`src/rtl/uart_pixel_rx.sv`:
```
// -----------------------------------------------------------------------------
// uart_pixel_rx
//
// Serial front end of the image-load path. Receives 8N1 UART bytes on rx and
// presents each accepted byte on pixel together with a toggle strobe
// (new_data). receive stays high while an image is loading; after IMAGE_BYTES
// good bytes and a DONE_HOLD-cycle tail, receive drops, done rises and the
// block ignores the line until reset.
//
// Parameters
//   CLKS_PER_BIT  clock cycles per UART bit (>= 8)
//   IMAGE_BYTES   bytes per image (<= 8192)
//   DONE_HOLD     cycles receive stays high after the final toggle (>= 4)
//
// Ports
//   clk          system clock, rising edge
//   reset        asynchronous active-low reset
//   rx           asynchronous UART line, idles high
//   pixel        last accepted byte, stable between new_data toggles
//   new_data     toggles once per accepted byte
//   receive      high while loading an image
//   frame_error  one-cycle pulse on a bad stop bit
//   done         sticky once IMAGE_BYTES bytes are accepted
//   byte_count   accepted bytes, 0 .. IMAGE_BYTES
//
// Build option
//   UART_RX_MAJORITY_EN  when defined, every start/data/stop sample is a 2-of-3
//                        vote of the synchronized line at centre -1/0/+1.
//                        Output timing is identical in both builds.
// -----------------------------------------------------------------------------
module uart_pixel_rx #(
   parameter int CLKS_PER_BIT = 868,
   parameter int IMAGE_BYTES  = 8192,
   parameter int DONE_HOLD    = 8
) (
   input  logic        clk,
   input  logic        reset,
   input  logic        rx,
   output logic [7:0]  pixel,
   output logic        new_data,
   output logic        receive,
   output logic        frame_error,
   output logic        done,
   output logic [13:0] byte_count
);

   localparam int TW = $clog2(CLKS_PER_BIT + 1);
   localparam int HW = $clog2(DONE_HOLD + 1);

   localparam logic [TW-1:0] TMR_HALF   = TW'(CLKS_PER_BIT / 2);
   localparam logic [TW-1:0] TMR_RELOAD = TW'(CLKS_PER_BIT - 1);
   localparam logic [TW-1:0] TMR_ONE    = TW'(1);
   localparam logic [HW-1:0] HOLD_LOAD  = HW'(DONE_HOLD - 1);
   localparam logic [HW-1:0] HOLD_ONE   = HW'(1);
   localparam logic [13:0]   IMAGE_MAX  = 14'(IMAGE_BYTES);
   localparam logic [13:0]   IMAGE_LAST = 14'(IMAGE_BYTES - 1);

   typedef enum logic [2:0] {
      S_IDLE,
      S_START,
      S_DATA,
      S_STOP,
      S_RECOVER,
      S_HOLD,
      S_FINISHED
   } state_e;

   // Synchronizer and sample history
   logic rx_meta_q;
   logic rx_sync_q;
   logic rx_dly1_q;
`ifdef UART_RX_MAJORITY_EN
   logic rx_dly2_q;
`endif

   // Sampled line value used at each decision edge. Decisions are taken one
   // cycle after the nominal bit centre, so the centre sample is rx_dly1_q and
   // the +1 sample (rx_sync_q) is already available without extra latency.
   logic line_bit;

   // FSM and datapath
   state_e          state_q;
   logic [TW-1:0]   timer_q;
   logic [HW-1:0]   hold_q;
   logic [2:0]      bit_idx_q;
   logic [7:0]      shift_q;
   logic [7:0]      pixel_q;
   logic            new_data_q;
   logic            receive_q;
   logic            frame_err_q;
   logic            done_q;
   logic [13:0]     byte_count_q;

   // NOTE: sequential state uses non-blocking assignments so every flop samples
   // pre-edge values regardless of statement order.
   always_ff @(posedge clk or negedge reset) begin
      if (!reset) begin
         rx_meta_q <= 1'b1;
         rx_sync_q <= 1'b1;
         rx_dly1_q <= 1'b1;
`ifdef UART_RX_MAJORITY_EN
         rx_dly2_q <= 1'b1;
`endif
      end else begin
         rx_meta_q <= rx;
         rx_sync_q <= rx_meta_q;
         rx_dly1_q <= rx_sync_q;
`ifdef UART_RX_MAJORITY_EN
         rx_dly2_q <= rx_dly1_q;
`endif
      end
   end

`ifdef UART_RX_MAJORITY_EN
   assign line_bit = (rx_dly2_q & rx_dly1_q) |
                     (rx_dly2_q & rx_sync_q) |
                     (rx_dly1_q & rx_sync_q);
`else
   assign line_bit = rx_dly1_q;
`endif

   always_ff @(posedge clk or negedge reset) begin
      if (!reset) begin
         state_q      <= S_IDLE;
         timer_q      <= '0;
         hold_q       <= '0;
         bit_idx_q    <= '0;
         shift_q      <= '0;
         pixel_q      <= '0;
         new_data_q   <= 1'b0;
         receive_q    <= 1'b1;
         frame_err_q  <= 1'b0;
         done_q       <= 1'b0;
         byte_count_q <= '0;
      end else begin
         frame_err_q <= 1'b0;
         case (state_q)
            // IDLE is only entered with the line high, so a low synchronized
            // level here is a falling edge, including one that arrived while
            // the previous stop bit was still being evaluated.
            S_IDLE: begin
               if (!rx_sync_q) begin
                  timer_q <= TMR_HALF;
                  state_q <= S_START;
               end
            end

            S_START: begin
               if (timer_q == '0) begin
                  if (!line_bit) begin
                     timer_q   <= TMR_RELOAD;
                     bit_idx_q <= '0;
                     state_q   <= S_DATA;
                  end else begin
                     state_q   <= S_IDLE;   // glitch: no output change
                  end
               end else begin
                  timer_q <= timer_q - TMR_ONE;
               end
            end

            S_DATA: begin
               if (timer_q == '0) begin
                  shift_q <= {line_bit, shift_q[7:1]};   // LSB first
                  timer_q <= TMR_RELOAD;
                  if (bit_idx_q == 3'd7) begin
                     state_q <= S_STOP;
                  end else begin
                     bit_idx_q <= bit_idx_q + 3'd1;
                  end
               end else begin
                  timer_q <= timer_q - TMR_ONE;
               end
            end

            S_STOP: begin
               if (timer_q == '0) begin
                  if (line_bit) begin
                     pixel_q    <= shift_q;
                     new_data_q <= ~new_data_q;
                     if (byte_count_q != IMAGE_MAX) begin
                        byte_count_q <= byte_count_q + 14'd1;
                     end
                     if (byte_count_q == IMAGE_LAST) begin
                        hold_q  <= HOLD_LOAD;
                        state_q <= S_HOLD;
                     end else begin
                        state_q <= S_IDLE;
                     end
                  end else begin
                     frame_err_q <= 1'b1;      // byte discarded
                     state_q     <= S_RECOVER;
                  end
               end else begin
                  timer_q <= timer_q - TMR_ONE;
               end
            end

            // A held-low line (break) parks here and never yields a byte.
            S_RECOVER: begin
               if (rx_sync_q) begin
                  state_q <= S_IDLE;
               end
            end

            S_HOLD: begin
               if (hold_q == '0) begin
                  receive_q <= 1'b0;
                  done_q    <= 1'b1;
                  state_q   <= S_FINISHED;
               end else begin
                  hold_q <= hold_q - HOLD_ONE;
               end
            end

            S_FINISHED: begin
               // Line ignored, outputs frozen until reset.
            end

            default: state_q <= S_IDLE;
         endcase
      end
   end

   assign pixel       = pixel_q;
   assign new_data    = new_data_q;
   assign receive     = receive_q;
   assign frame_error = frame_err_q;
   assign done        = done_q;
   assign byte_count  = byte_count_q;

endmodule

```
`config.mk`:
```
export PLATFORM = sky130hd
export DESIGN_NAME = uart_pixel_rx
export DESIGN_NICKNAME = d
export VERILOG_FILES = /design/src/rtl/uart_pixel_rx.sv
export SDC_FILE = /design/constraint.sdc
export NUM_CORES = 1
export LEC_CHECK = 0
export ABC_AREA = 1
export CORE_UTILIZATION = 55
export DETAILED_ROUTE_END_ITERATION = 10
export PLACE_DENSITY = 0.77
export SYNTH_ARGS = -nofsm -noshare
export SYNTH_HDL_FRONTEND = slang
export SYNTH_SLANG_ARGS = --single-unit
```
`constraint.sdc`:
```
create_clock -name clk -period 2.25 [get_ports clk]
set_input_delay 0.225 -clock clk [delete_from_list [all_inputs] [get_ports clk]]
set_output_delay 0.225 -clock clk [all_outputs]
set_load 0.1 [all_outputs]
```
==> results of run 1 <==
cells by family (layout without fill, tap and decap cells):
family	Yosys count	in the layout	share of synthesized area
and+or+nand+nor	206	206	0.298
DFF	57	57	0.457
AOI/OAI and AO/OA	54	54	0.0984
buffers and inverters	48	89	0.0672
xor gates and xnor gates	17	17	0.0476
adders and majority gates	7	7	0.0280
muxes	1	1	0.00360
through the flow:
stage	instances	power, mW	worst slack [ns]	util	area [µm²]
floorplan	390	1.05	0.144	-	3130
CTS	503	2.07	0.332	0.656	3610
finish	503	2.04	0.372	0.656	3610
global placement	486	1.08	0.481	0.618	3400
detailed placement	486	1.08	0.338	0.618	3400
global route	503	2.12	0.229	0.656	3610
worst reg2reg max path, delay by kind of cell (launching register included):
family          cells  cell delay, ns
compound gates      1            0.10
fa+ha+maj           1            0.17
buf+inv             2            0.21
flops               1            0.37
simple gates        5            0.89
sequential cells by signal (all words and copies together) (netlist names), 3 cells and up:
register    count
byte_count     14
timer_q        10
pixel           8
shift_q         8
hold_q          4
bit_idx_q       3
state_q         3
cells in the mapped netlist, types with 2 or more instances:
library cell	instances	area [µm²]
dfrtp_1	53	1330
inv_1	40	150
o21ai_2	3	26.3
o21ai_0	36	180
nand3_2	2	20.0
nand3_4	2	35.0
nor2_1	37	139
nand3_1	26	130
nand2_1	114	428
xor2_1	15	131
o21ai_1	5	25.0
inv_2	2	7.51
nor3_1	7	35.0
xnor2_1	2	17.5
or2_2	2	12.5
a21oi_1	5	25.0
o211ai_1	2	15.0
ha_1	7	87.6
nor2_4	6	67.6
dfstp_2	4	105
nand4_1	6	37.5
buf_6	2	22.5
nand3b_1	2	15.0
cell type report:
class / instances / area [µm²]
sequential: 57 / 1430
fill: 466 / 1890
clock inverter: 7 / 77.6
tap: 72 / 90.1
clock buffer: 9 / 124
multi-input combinational: 285 / 1490
timing repair buffer: 30 / 240
inverter: 43 / 164
power by group:
part | internal, mW | switching (mW)
Clock | 0.520 | 0.460
Sequential | 1.03 | 0.00295
Combinational | 0.00810 | 0.0233
routing by layer:
| metal | global-route usage | wire, µm | vias up |
|---|---|---|---|
| met3 | 0.0729 | 290 | 10 |
| li1 | - | - | 1328 |
| met1 | 0.306 | 2990 | 1217 |
| met5 | 0 | 0 | - |
| met4 | 0.0679 | 71 | 0 |
| met2 | 0.396 | 3010 | 51 |
what timing repair did:
action	CTS	global route
hold endpoints to repair	22	0
hold buffers	1	0
resized for setup	0	0
how the worst min path moves through the flow:
stage / start / to / slack, ns
6_report: rx / rx_meta_q / 0.28
5_1_grt: rx / rx_meta_q / 0.27
4_1_cts: rx / rx_meta_q / 0.27
3_5_place_dp: reset / byte_count[7] / 0.25
3_3_place_gp: reset / byte_count[7] / 0.23
2_1_floorplan: reset / bit_idx_q[0] / -0.07
==> impl_metrics.tcl, run 1 <==
set metrics [dict create \
    p_per_area_nw_per_um2 565 \
    grt_pass1_wl_mm 11.2 \
    fmax_ghz 0.532 \
    drt-total-wl_mm 6.36 \
    period_share 0.835 \
    ant_nets 0 \
    clk_pin_slew_worst_paths_ns 0.07 \
    slew_viol_final 0 \
    syn_area_per_cell_um2 8.02 \
    synth_cell_types 33 \
    critPathMaxFanout 14 \
    finalHoldViolCount 0 \
    critical-path-max-stage-delay_ns 0.37 \
    syn_nets 400 \
    cts_setup_buffers 0 \
    antenna_cells 0 \
    synth_cells 390 \
    synth.ff_latch_count 57 \
    cp.buffers_inverters 2 \
    rows 27 \
    antenna_found_initial 0 \
    wl_per_cell_um 12.6 \
    die_y_um 77.4 \
    drv_cap 0 \
    layout_common_cells "nand2_1 (114), dfrtp_1 (53), inv_1 (40)" \
    ys_seq_area_frac 0.457 \
    die_area_um2 6000 \
    whs_ns 0.278 \
    drc 0 \
    worst_pin_slew_ns 0.570 \
    numPortBuffers 28 \
    end_kind "flip-flop" \
    async_reset_ff_frac 1.00 \
    crit_family "simple AND/OR/NAND/NOR gates" \
    final_nets 436 \
    drt-pass1-iter-count 4 \
    max-vdd-ir-drop_v 0.000754 \
    rsz0062_at_grt "no" \
    insertion_delay_ns 0.35 \
    boundaryPins 29 \
    r2r_cells 9 \
    r2r_setup_slack_ns 0.37 \
    cts.sinks 57 \
    timing.rr.start "timer_q[0]" \
    worstPathRequired_ns 2.47 \
    status "complete, no violations" \
    fin_setup_tns_ns 0 \
    setup_viol 0 \
    whs_path_depth 1 \
    areaGrowthSynthToFinish_pct 15.5 \
    grt_max_degree 36 \
    critPathSlowestCell "dfrtp_1" \
    grt_pass1_vias 2470 \
    clockBufferDepth 2 \
    synthFlopType "dfrtp_1" \
    place_hpwl_mm 4.57 \
    viasPerCell 5.18 \
    synth_edf_count 0 \
    finalWeightedCongestion 0.845 \
    gr-total-overflow 0 \
    crit_arrival_ns 2.09 \
    die_w_um 77.4 \
    synth_area_um2 3130 \
    relSlewSlack 0.618 \
    crit_chain "inv_1 -> ha_1 -> inv_1 -> nor2_4 -> nand3_1 -> nor2_4 -> nand2_1 -> nand2_1 -> o21ai_0" \
    r2r_end "pixel[6]" \
    start_util 0.568 \
    yosys_warnings 0 \
    p_leak_nw 1.74 \
    cts_root_buffer "clkbuf_8" \
    worst-setup-path-type "flip-flop to flip-flop" \
    fin_crit_ns 1.88 \
    crit_start "timer_q[0]" \
    setup.worst_path.end "pixel[6]" \
    grt_util_all_layers 0.241 \
    vias 2606 \
    startpoint_type "flip-flop" \
    hp-class "primary input to flip-flop" \
    h-tree-depth 3 \
    drt_iter0_drc 91 \
    finalClockSkew_ns 0.00972 \
    cp_num_cells 9 \
    cts_buffers 9 \
    cts_tree "built" \
    core_um2 5510 \
    drive_gt1_frac 0.162 \
    final_common_cell "nand2_1" \
]
No activity file was read; power rests on OpenSTA's default activity.
==> run 2: changes to the inputs <==
CORE_UTILIZATION = 52   (was 55)
PLACE_DENSITY = 0.76   (was 0.77)
clock period = 1.6 ns   (was 2.25 ns; I/O delays follow)
==> run 2 against run 1 <==
  * The run now ends with setup timing left
  * Via count grew 11%
  * Critical endpoint is now timer_q[1]
  * Total power grew 40%
  * Global-route usage increased by 1.3 points
  * Design area is 20% higher
  * Critical path depth is 2 higher
  * Clock power is 40% higher
  * First-iteration DRC count rose to 3.1 times the previous value
  * Largest cell class unchanged
==> impl_metrics.tcl, run 2 (synthesized netlist as in run 1, its figures left out) <==
set metrics [dict create \
    drive_gt1_frac 0.322 \
    failed_checks "setup timing" \
    drc 0 \
    drt-total-wl_mm 7.59 \
    status "complete, but fails checks" \
    finalClockSkew_ns 0.0103 \
    final_common_cell "nand2_1" \
    setup_viol 6 \
    final_nets 465 \
    numPortBuffers 28 \
    end_kind "flip-flop" \
    rows 27 \
    die_w_um 79.6 \
    place_hpwl_mm 4.90 \
    core_um2 5640 \
    startpoint_type "flip-flop" \
    fin_ws_ns -0.0261 \
    grt_pass1_wl_mm 12.1 \
    die_y_um 79.6 \
    grt_util_all_layers 0.254 \
    layout_common_cells "nand2_1 (100), dfrtp_1 (37), inv_1 (35)" \
    largest_reg_flops 14 \
    worst_pin_slew_ns 0.309 \
    finalHoldViolCount 0 \
    worst-setup-path-type "flip-flop to flip-flop" \
    finalWeightedCongestion 0.911 \
    start_util 0.555 \
    cts_tree "built" \
    h-tree-depth 3 \
    hp-class "primary input to flip-flop" \
    p_leak_nw 1.93 \
    period_share 1.02 \
    drv_cap 0 \
    grt_pass1_vias 2602 \
    wl_per_cell_um 14.3 \
    fmax_ghz 0.615 \
    critPathMaxFanout 6 \
    insertion_delay_ns 0.35 \
    clockBufferDepth 2 \
    cts.sinks 57 \
    gr-total-overflow 0 \
    antenna_cells 0 \
    crit_arrival_ns 1.86 \
    whs_ns 0.222 \
    max-vdd-ir-drop_v 0.000615 \
    areaGrowthSynthToFinish_pct 38.5 \
    cts_buffers 9 \
    fin_crit_ns 1.63 \
    relSlewSlack 0.794 \
    ant_nets 0 \
    die_area_um2 6330 \
    grt_max_degree 58 \
    antenna_found_initial 0 \
    drt-pass1-iter-count 5 \
    clk_pin_slew_worst_paths_ns 0.06 \
    worstPathRequired_ns 1.84 \
    p_per_area_nw_per_um2 661 \
    rsz0062_at_grt "yes" \
    utilization 0.768 \
    slew_viol_final 0 \
    viasPerCell 5.45 \
    boundaryPins 29 \
    cts_root_buffer "clkbuf_8" \
    vias 2899 \
    drt_iter0_drc 281 \
]
run 2: changes by cell type in the layout (fill, tap and decap cells not counted), sizes merged:
| cell | before | now |
|---|---|---|
| inv | 45 | 44 |
| clkinv | 3 | 2 |
| clkbuf | 9 | 11 |
| clkinvlp | 1 | 2 |
| buf | 28 | 56 |
run 2: path summary, 6_finish.rpt:
path / endpoint / slack [ns] / from / depth (start not counted)
worst max register to register: timer_q[1] / -0.03 / timer_q[1] / 11
max in group asynchronous: rx_meta_q / 0.96 / reset / 3
min in group asynchronous: byte_count[0] / 0.32 / reset / 3
worst min-delay path: rx_meta_q / 0.22 / rx / 1
worst min register to register: rx_sync_q / 0.36 / rx_meta_q / 0
worst max-delay path: timer_q[1] / -0.03 / timer_q[1] / 11
run 2: power by group:
group	total, mW	internal (mW)	leakage, nW	switching (mW)
registers	1.45	1.45	0.737	0.00431
clock network	1.37	0.756	0.0953	0.613
logic	0.0445	0.0120	1.10	0.0324
total	2.87	2.22	1.93	0.650
run 2: worst max-delay path, stage by stage, from the launching register on:
cell	delay, ns
dfrtp_1	0.40
inv_2	0.08
ha_4	0.13
inv_2	0.04
nor2_4	0.09
nand3_2	0.09
nor2_4	0.18
nand2_2	0.11
nand3_4	0.17
inv_4	0.09
nand2_1	0.08
o21ai_2	0.05
run 2: timing repair:
| item | CTS | global route |
|---|---|---|
| hold buffers | 1 | 0 |
| endpoints found under the hold margin | 53 | 0 |
| buffers inserted | 4 | 6 |
| gates cloned | 0 | 1 |
| pin swaps | 3 | 12 |
| resized for setup | 4 | 37 |
| setup endpoints to repair | 13 | 40 |
run 2: stage by stage:
stage / area (µm²) / TNS [ns] / power (mW) / worst slack (ns) / instances
2_1_floorplan: 3190 / -0.213 / 1.48 / -0.0272 / 390
3_3_place_gp: 3940 / 0 / 1.52 / 0.0309 / 504
3_5_place_dp: 3940 / -0.286 / 1.52 / -0.0572 / 504
4_1_cts: 4190 / 0 / 2.87 / 0.00483 / 525
5_1_grt: 4330 / -2.21 / 2.94 / -0.104 / 532
6_report: 4330 / -0.0692 / 2.87 / -0.0261 / 532
run 2: layout make-up:
cell class	count	area, µm²
Timing Repair Buffer	58	796
Tap cell	72	90.1
Multi-Input combinational cell	285	1620
Inverter	43	169
Clock inverter	5	55.1
Fill cell	361	1310
Sequential cell	57	1460
Clock buffer	11	141
Timing Repair inverter	1	6.26
run 2: layer usage:
metal	routed length [µm]	part of all wire	track usage
met4	105	0.014	0.0982
met1	3340	0.44	0.325
met5	0	0	0
met3	416	0.055	0.0629
met2	3730	0.49	0.413
==> run 3: changes to the inputs <==
SKIP_CTS_REPAIR_TIMING = 1   (was unset)
==> run 3 against run 2 <==
  * The flow still finishes with violations (setup timing)
  * Clock skew shrank 0.00059 ns
  * Clock-buffer cell count did not move
  * Non-clock buffer count shrank 2
  * Core utilization fell by 0.75 points
  * Clock power about the same
  * Global-route usage shrank 0.61 points
  * Sequential share of layout area rose by 0.33 points
  * Design area shrank 0.98%
  * Critical endpoint is now timer_q[4]
==> impl_metrics.tcl, run 3 (synthesized netlist as in run 1, its figures left out) <==
set metrics [dict create \
    slew_viol_final 0 \
    vias 2852 \
    final_nets 463 \
    startpoint_type "flip-flop" \
    clk_pin_slew_worst_paths_ns 0.06 \
    cts.sinks 57 \
    utilization 0.760 \
    die_w_um 79.6 \
    relSlewSlack 0.803 \
    rsz0062_at_grt "yes" \
    drive_gt1_frac 0.310 \
    drv_cap 0 \
    p_per_area_nw_per_um2 666 \
    failed_checks "setup timing" \
    finalHoldViolCount 0 \
    place_hpwl_mm 4.90 \
    fin_crit_ns 1.70 \
    critPathMaxFanout 6 \
    end_kind "flip-flop" \
    worstPathRequired_ns 1.83 \
    areaGrowthSynthToFinish_pct 37.1 \
    cts_tree "built" \
    h-tree-depth 3 \
    max-vdd-ir-drop_v 0.000614 \
    finalInstanceArea_um2 4290 \
    antenna_found_initial 0 \
    fin_setup_tns_ns -0.764 \
    setup_viol 12 \
    crit_arrival_ns 1.94 \
    cts_buffers 9 \
    instances_no_fill 530 \
    whs_ns 0.224 \
    gr-total-overflow 0 \
    final_common_cell "nand2_1" \
    viasPerCell 5.38 \
    die_area_um2 6330 \
    worst-setup-path-type "flip-flop to flip-flop" \
    cts_root_buffer "clkbuf_8" \
    layout_common_cells "nand2_1 (101), dfrtp_1 (37), inv_1 (35)" \
    fin_ws_ns -0.103 \
    clockBufferDepth 2 \
    drt-pass1-iter-count 5 \
    numPortBuffers 28 \
    p_leak_nw 1.91 \
    antenna_cells 0 \
    finalClockSkew_ns 0.00967 \
    start_util 0.555 \
    grt_pass1_wl_mm 11.8 \
    multiInputGateArea_um2 1600 \
    grt_util_all_layers 0.248 \
    grt_pass1_vias 2577 \
    rows 27 \
    finalWeightedCongestion 0.911 \
    core_um2 5640 \
    placed_cell_area_um2 3940 \
    drt-total-wl_mm 7.37 \
    worst_pin_slew_ns 0.295 \
    drt_iter0_drc 279 \
    n_fill_cell 374 \
    grt_max_degree 58 \
    die_y_um 79.6 \
    fmax_ghz 0.587 \
    wl_per_cell_um 13.9 \
    dp_cells 504 \
    ant_nets 0 \
    drc 0 \
    largest_reg_flops 14 \
    register_area_um2 1460 \
    hp-class "primary input to flip-flop" \
    status "complete, but fails checks" \
    period_share 1.06 \
    insertion_delay_ns 0.35 \
    boundaryPins 29 \
]
run 3: cell count changes in the layout (fill, tap and decap cells not counted), sizes merged:
| cell | before | now |
|---|---|---|
| buf | 56 | 54 |
run 3: stage by stage:
step | setup WS [ns] | total power [mW]
3_5_place_dp | -0.0572 | 1.52
5_1_grt | -0.149 | 2.94
2_1_floorplan | -0.0272 | 1.48
4_1_cts | -0.0670 | 2.87
6_report | -0.103 | 2.86
3_3_place_gp | 0.0309 | 1.52
run 3: layout make-up:
type                       instances  share of cell area
clock buffer                      11              0.0330
clock inverter                     5              0.0128
inverter                          43              0.0394
multi-input combinational        285               0.372
sequential                        57               0.339
tap                               72              0.0210
timing repair buffer              56               0.181
timing repair inverter             1             0.00146
run 3: where the power goes:
group / total, mW / internal [mW] / switching (mW)
sequential: 1.45 / 1.45 / 0.00430
clock: 1.36 / 0.756 / 0.604
combinational: 0.0447 / 0.0122 / 0.0325
run 3: worst max-delay path: stages, from the launching register on:
cell	delay, ns
dfrtp_1	0.41
inv_2	0.10
ha_4	0.13
inv_2	0.05
nor2_4	0.09
nand3_2	0.10
nor2_4	0.21
nand2_2	0.11
nand3_4	0.18
inv_4	0.09
nand2_2	0.08
o21ai_2	0.05
run 3: routing by layer:
layer	part of all wire	wire, µm	track usage	vias to the layer above
met5	0	0	0	-
met3	0.051	376	0.0651	20
met4	0.019	143	0.100	0
li1	-	-	-	1381
met2	0.48	3520	0.403	94
met1	0.45	3330	0.313	1357
run 3: worst paths after layout:
check	from	endpoint	slack [ns]	depth (start not counted)
worst max-delay path	timer_q[1]	timer_q[4]	-0.10	11
worst min-delay path	rx	rx_meta_q	0.22	1
min in group asynchronous	reset	byte_count[0]	0.33	3
worst max register to register	timer_q[1]	timer_q[4]	-0.10	11
worst min register to register	rx_meta_q	rx_sync_q	0.36	0
max in group asynchronous	reset	rx_meta_q	0.96	3
